--- src/rtl/seg_pkg.sv ---
// rtl/seg_pkg.sv - segment pattern constants and decode-result type
`timescale 1ns/1ps
package seg_pkg;

    localparam logic [7:0] SEG_0     = 8'h03;
    localparam logic [7:0] SEG_1     = 8'h9F;
    localparam logic [7:0] SEG_2     = 8'h25;
    localparam logic [7:0] SEG_3     = 8'h0D;
    localparam logic [7:0] SEG_4     = 8'h99;
    localparam logic [7:0] SEG_5     = 8'h49;
    localparam logic [7:0] SEG_6     = 8'h41;
    localparam logic [7:0] SEG_7     = 8'h1F;
    localparam logic [7:0] SEG_8     = 8'h01;
    localparam logic [7:0] SEG_9     = 8'h19;
    localparam logic [7:0] SEG_A     = 8'h11;
    localparam logic [7:0] SEG_B     = 8'h00;
    localparam logic [7:0] SEG_C     = 8'h63;
    localparam logic [7:0] SEG_E     = 8'h61;
    localparam logic [7:0] SEG_F     = 8'h71;
    localparam logic [7:0] SEG_BLANK = 8'hFF;

    typedef struct packed {
        logic       ok;
        logic       blank;
        logic [3:0] nib;
    } dec_t;

endpackage

--- src/rtl/seg_capture_if.sv ---
// rtl/seg_capture_if.sv - display bus sampled by seg_capture plus its decoded outputs
`timescale 1ns/1ps
interface seg_capture_if #(
    parameter int DIGITS = 8
);
    logic [DIGITS-1:0]   an;
    logic [7:0]          seg;
    logic [4*DIGITS-1:0] hex;
    logic [DIGITS-1:0]   valid;
    logic [DIGITS-1:0]   blank;
    logic                upd;
    logic                err;

    modport master (output an, seg, input hex, valid, blank, upd, err);
    modport slave  (input an, seg, output hex, valid, blank, upd, err);
endinterface

--- src/rtl/seg_dec.sv ---
// rtl/seg_dec.sv - combinational segment pattern to nibble decoder
`timescale 1ns/1ps
module seg_dec
    import seg_pkg::*;
(
    input  logic [7:0] pat,
    output dec_t       res
);

    always_comb begin
        res = '0;
        case (pat)
            SEG_0:     res = '{ok: 1'b1, blank: 1'b0, nib: 4'h0};
            SEG_1:     res = '{ok: 1'b1, blank: 1'b0, nib: 4'h1};
            SEG_2:     res = '{ok: 1'b1, blank: 1'b0, nib: 4'h2};
            SEG_3:     res = '{ok: 1'b1, blank: 1'b0, nib: 4'h3};
            SEG_4:     res = '{ok: 1'b1, blank: 1'b0, nib: 4'h4};
            SEG_5:     res = '{ok: 1'b1, blank: 1'b0, nib: 4'h5};
            SEG_6:     res = '{ok: 1'b1, blank: 1'b0, nib: 4'h6};
            SEG_7:     res = '{ok: 1'b1, blank: 1'b0, nib: 4'h7};
            SEG_8:     res = '{ok: 1'b1, blank: 1'b0, nib: 4'h8};
            SEG_9:     res = '{ok: 1'b1, blank: 1'b0, nib: 4'h9};
            SEG_A:     res = '{ok: 1'b1, blank: 1'b0, nib: 4'hA};
            SEG_B:     res = '{ok: 1'b1, blank: 1'b0, nib: 4'hB};
            SEG_C:     res = '{ok: 1'b1, blank: 1'b0, nib: 4'hC};
            SEG_E:     res = '{ok: 1'b1, blank: 1'b0, nib: 4'hE};
            SEG_F:     res = '{ok: 1'b1, blank: 1'b0, nib: 4'hF};
            SEG_BLANK: res = '{ok: 1'b0, blank: 1'b1, nib: 4'h0};
            default:   res = '0;
        endcase
    end

endmodule

--- src/rtl/seg_capture.sv ---
// rtl/seg_capture.sv - samples the multiplexed 7-segment bus, debounces per digit, decodes to hex
`timescale 1ns/1ps
module seg_capture
    import seg_pkg::*;
#(
    parameter int DIGITS = 8,
    parameter int STABLE = 4
) (
    input  logic          clk,
    input  logic          rst,
    seg_capture_if.slave  bus
);

    localparam logic [3:0] STABLE_C = 4'(STABLE);

    logic [DIGITS-1:0]   an_q;
    logic [7:0]          seg_q;
    logic                legal;
    logic [DIGITS-1:0]   sel;
    logic [DIGITS-1:0]   commit;
    dec_t                dec;

    logic [4*DIGITS-1:0] nxt_hex;
    logic [DIGITS-1:0]   nxt_valid;
    logic [DIGITS-1:0]   nxt_blank;
    logic                nxt_upd;
    logic                nxt_err;

    always_ff @(posedge clk) begin
        if (rst) begin
            an_q  <= '1;
            seg_q <= SEG_BLANK;
        end else begin
            an_q  <= bus.an;
            seg_q <= bus.seg;
        end
    end

    // Ghosting or idle scans (zero or several digits selected) carry no usable digit.
    always_comb begin
        legal = ($countones(~an_q) == 1);
        sel   = legal ? ~an_q : '0;
    end

    seg_dec u_dec (
        .pat (seg_q),
        .res (dec)
    );

    for (genvar k = 0; k < DIGITS; k++) begin : g_digit
        logic [7:0] cand;
        logic [3:0] cnt;
        logic       match;

        assign match     = (seg_q == cand);
        assign commit[k] = sel[k] && match && (cnt == STABLE_C - 4'd1);

        always_ff @(posedge clk) begin
            if (rst) begin
                cand <= SEG_BLANK;
                cnt  <= '0;
            end else if (sel[k]) begin
                if (!match) begin
                    cand <= seg_q;
                    cnt  <= 4'd1;
                end else if (cnt < STABLE_C) begin
                    cnt <= cnt + 4'd1;
                end
            end
        end
    end

    // At most one commit bit is set, so the loop never merges two digits.
    always_comb begin
        nxt_hex   = bus.hex;
        nxt_valid = bus.valid;
        nxt_blank = bus.blank;
        for (int k = 0; k < DIGITS; k++) begin
            if (commit[k]) begin
                if (dec.ok) begin
                    nxt_hex[4*k +: 4] = dec.nib;
                    nxt_valid[k]      = 1'b1;
                    nxt_blank[k]      = 1'b0;
                end else begin
                    nxt_valid[k] = 1'b0;
                    nxt_blank[k] = dec.blank;
                end
            end
        end
        nxt_upd = (|commit) &&
                  ({nxt_hex, nxt_valid, nxt_blank} != {bus.hex, bus.valid, bus.blank});
        nxt_err = (|commit) && !dec.ok && !dec.blank;
    end

    always_ff @(posedge clk) begin
        if (rst) begin
            bus.hex   <= '0;
            bus.valid <= '0;
            bus.blank <= '0;
            bus.upd   <= 1'b0;
            bus.err   <= 1'b0;
        end else begin
            bus.hex   <= nxt_hex;
            bus.valid <= nxt_valid;
            bus.blank <= nxt_blank;
            bus.upd   <= nxt_upd;
            bus.err   <= nxt_err;
        end
    end

endmodule

--- src/flat_wrapper.sv ---
// flat-port wrapper written by rule: the top's interface ports become plain ports
module seg_capture_flat import seg_pkg::*;
#(
    parameter int DIGITS = 8,
    parameter int STABLE = 4
)
  (clk, rst, bus_an, bus_seg, bus_hex, bus_valid, bus_blank, bus_upd, bus_err);
  seg_capture_if #(.DIGITS(DIGITS)) bus_i ();
  input  logic clk;
  input  logic rst;
  input wire logic [$bits(bus_i.an)-1:0] bus_an;
  input wire logic [$bits(bus_i.seg)-1:0] bus_seg;
  output wire logic [$bits(bus_i.hex)-1:0] bus_hex;
  output wire logic [$bits(bus_i.valid)-1:0] bus_valid;
  output wire logic [$bits(bus_i.blank)-1:0] bus_blank;
  output wire logic [$bits(bus_i.upd)-1:0] bus_upd;
  output wire logic [$bits(bus_i.err)-1:0] bus_err;
  assign bus_i.an = bus_an;
  assign bus_i.seg = bus_seg;
  assign bus_hex = bus_i.hex;
  assign bus_valid = bus_i.valid;
  assign bus_blank = bus_i.blank;
  assign bus_upd = bus_i.upd;
  assign bus_err = bus_i.err;
  seg_capture #(.DIGITS(DIGITS), .STABLE(STABLE)) u_core (.clk(clk), .rst(rst), .bus(bus_i));
endmodule
--- config.mk ---
export PLATFORM = sky130hd
export DESIGN_NAME = seg_capture_flat
export DESIGN_NICKNAME = d
export VERILOG_FILES = /design/src/rtl/seg_pkg.sv /design/src/rtl/seg_capture_if.sv /design/src/rtl/seg_dec.sv /design/src/rtl/seg_capture.sv /design/src/flat_wrapper.sv
export SDC_FILE = /design/constraint.sdc
export NUM_CORES = 1
export LEC_CHECK = 0
export ABC_AREA = 1
export CORE_ASPECT_RATIO = 0.75
export CORE_MARGIN = 2
export CORE_UTILIZATION = 57
export DETAILED_ROUTE_END_ITERATION = 12
export PLACE_DENSITY = 0.78
export RECOVER_POWER = 25
export SKIP_CTS_REPAIR_TIMING = 1
export SYNTH_ARGS = -nofsm -noshare
export SYNTH_HDL_FRONTEND = slang
export SYNTH_SLANG_ARGS = --single-unit
--- constraint.sdc ---
create_clock -name clk -period 5.1 [get_ports clk]
set_input_delay 1.02 -clock clk [delete_from_list [all_inputs] [get_ports clk]]
set_output_delay 1.02 -clock clk [all_outputs]
set_load 0.02 [all_outputs]
==> results.md <==
* Gp weighted congestion at 1.065
* Top cell type by total area after synthesis: dfxtp_1
* Chip width at 145.8 microns
* Setup ws final at 0.5228 ns
* Synth area leaders: dfxtp_1 (38%), nand2_1 (16%), nor2_1 (5.9%), inv_1 (5.8%), o211ai_1 (5.6%)
* Met1 Use GR at a little over two fifths
* Number of global-route vias before repair at 7321
* Slowest stage delay, CP at approximately 0.54 ns
* Ports at ~70
* P_leak at 4.833 nW
* Sequential Area at between 3000 and 4000 sq um
* Yosys reg bits at 162
* Data arrival time of the worst path at 4.94 ns
* Area of the mapped netlist at between 8000 and 9000 sq um
* Post-DR wirelength/cell at 16.24 microns
* Endpoints failing setup at 0
* Port buffer count at 67
* Worst Tran Pin Value at between 3 and 4 ns
* Failing checks: capacitance limit, slew limit
* Routed Antenna Nets at 0
* Peak Freq at roughly 220 MHz
* EDFF count, synth at 0
* First-pass GRT wire length at 38510 microns
* DRT Pass-1 Iters at 6
* Diodes inserted at 0
* Fill cell count at 1273
* Top-count cell post-synth: nand2_1
* Power per cell area at 330.4 nW/um^2
* Layout cells sized above 1 at 8.141%
* Vias/cell at 5.522
* HPWL after DPL at 16870 microns
* M2 GR Usage at 45.45%
* Initial antenna violation count at 0
* Num CTS Buffers at 17
* Core Area at 14600 sq um
* DP Area at 9382 sq um
* Post-synth ARST share at 0%
* CP Capture Type: flop
* Clock Latency Late Sink at 0.43 ns
* Number of buffers and inverters on the critical path at 6
* Min Tclk post-route at 4.577 ns
* Initial DRC Count at 867
* Post-synth top cells: nand2_1 (362), dfxtp_1 (162), nor2_1 (135)
* Pre-CTS setup slack at around 0.64 ns
* Met3 Use GR at 9.053%
* Post-Route Setup TNS at 0 ns
* Cell Chain, Critical Path: inv_1 -> ha_1 -> fa_1 -> inv_1 -> fa_1 -> inv_1 -> ha_1 -> fa_1 -> nor2_2 -> nand2_1 -> nor2_1 -> nand2_1 -> inv_1 -> nand2_1 -> nor2_1 -> buf_4 -> inv_1 -> nor2_2 -> nand2_1 -> a21oi_1 -> nor2_1 -> nand2_1 -> nor2_1 -> a21oi_1
* Synthesized Nets at 1275
* Nets at between 1000 and 1500
* Outcome: finished with violations
* CTS Buffer Depth at 2
* CTS Sinks at 162
* CP startpoint kind: flop
* Sequential element share of the synthesized area at a little under two fifths
* Syn_area_per_cell at 6.934 sq um
* Row cnt at 38
* Pin count of the biggest net entering global routing at 75
* Vias at 8294
* Yosys top cell area share at about 38%
* Ys Warns at 0
* Count of cell types in the netlist at 43
* CP required at 5.47 ns
* Critical path peak fanout at 11
* CTS root buffer: clkbuf_16
* Post-route clock period utilization at 89.75%
* IR drop worst, VDD at approximately 0.29 mV
* Worst Hold Class: reg2reg
* Initial core utilization at roughly three fifths
* Design Area, Final at between 10000 and 15000 sq um
* Slowest library cell on the worst path: fa_1
* Die area at 16080 sq um
* Clock-pin slew on the worst setup and hold paths at around 0.07 ns
* P&R area growth vs syn at 16.57%
* RSZ-0062 raised after global routing: false
* Mapped Cells at 1239
* Critical path type: reg2reg
* Final WL at 24400 microns
* Final Hold Fails at 0
* Area of the multi-input gates at 4494 sq um
* Die Y at roughly 110 microns
* DRC at 0
* Rel. slew slack at -128.3%
* Most Crowded Layer GR: met2
* Clk_skew at 0.01241 ns
* Global Route Usage Sum at 30.55%
* GRT overflow at 0
* Post-synth top flop: dfxtp_1
* Crit path max-delay family: adder cells
* Max-slew violation count at 75
* Maxcap violations at 1
* H-Tree Depth at 4
* CTS tree: done
worst min-delay path: stages, from the launching register on:
cell	delay [ns]
dfxtp_1	0.31
nand2_1	0.06
nor2_1	0.03
cells in the final DEF (no fill, tap or decap), types with 2 or more instances in the layout:
cell type / n
o211a_1: 4
clkbuf_16: 17
nand3_1: 64
o21ai_1: 3
nor3_1: 11
ha_1: 14
a22oi_1: 4
nor2_1: 135
clkdlybuf4s50_1: 29
and3_1: 16
nor3_2: 3
xor2_1: 2
clkbuf_1: 2
nand2_1: 362
a311oi_1: 8
fa_1: 4
o211ai_1: 64
a21oi_1: 31
nand2_2: 5
or2_2: 17
a211oi_1: 11
nor2_4: 4
nand4_1: 29
inv_1: 132
inv_2: 9
nor2_2: 11
dfxtp_1: 162
dlygate4sd3_1: 37
inv_6: 4
buf_4: 22
nand3b_1: 15
clkbuf_8: 3
bufinv_16: 4
o21bai_1: 7
clkinv_1: 4
o21ai_0: 11
xnor2_1: 29
area by class of cell:
type | count | area share, %
clock inverters | 10 | 1.712
multi-input cells | 873 | 44.88
repair buffers | 90 | 8.321
inverters | 147 | 5.547
flip-flops and latches | 162 | 32.38
clock buffers | 20 | 4.660
well taps | 200 | 2.499
layer usage:
metal / vias up / part of all wire, %
met1: 3746 / 46
met4: 0 / 1.5
met5: - / 0
li1: 4102 / -
met2: 403 / 42
met3: 43 / 11
cells by family (layout without fill, tap and decap cells):
group	count (synthesis)	count (layout)	synth area share, %
AOI/OAI and AO/OA	145	145	11.61
and+or+nand+nor	679	679	34.58
xor gates and xnor gates	31	31	3.160
adders and majority gates	18	18	2.971
DFF	162	162	37.75
buffers and inverters	204	267	9.933
final timing paths:
| path | start | to | slack, ns | depth (start not counted) |
|---|---|---|---|---|
| worst max-delay path | u_core.an_q[0] | u_core.bus.upd | 0.52 | 24 |
| worst min-delay path | u_core.g_digit[6].cnt[3] | u_core.g_digit[6].cnt[3] | 0.44 | 2 |
| worst max register to register | u_core.an_q[0] | u_core.bus.upd | 0.52 | 24 |
| worst min register to register | u_core.g_digit[6].cnt[3] | u_core.g_digit[6].cnt[3] | 0.44 | 2 |
sequential cells by signal, indices dropped and copies added (netlist names):
signal               flops
u_core.bus.upd           1
u_core.an_q              8
u_core.seg_q             8
u_core.bus.hex          32
u_core.g_digit.cand     64
u_core.bus.err           1
u_core.bus.blank         8
u_core.bus.valid         8
u_core.g_digit.cnt      32
power by group:
group	internal [mW]	leakage [nW]	switching [mW]
logic	0.180	3.21	0.323
registers	1.35	1.32	0.0525
clock network	0.861	0.310	0.544
total	2.39	4.83	0.920
metrics by stage:
stage | std cells | util, % | hold slack (ns) | total power [mW]
detailed placement | 1472 | 64.27 | 0.4281 | 1.917
floorplan | 1239 | - | 0.4168 | 1.797
global route | 1502 | 68.61 | 0.4598 | 3.441
global placement | 1472 | 64.27 | 0.4263 | 1.899
finish | 1502 | 68.61 | 0.4388 | 3.309
CTS | 1502 | 68.64 | 0.4387 | 3.303
Note: power is estimated with default switching activity, not from simulation.
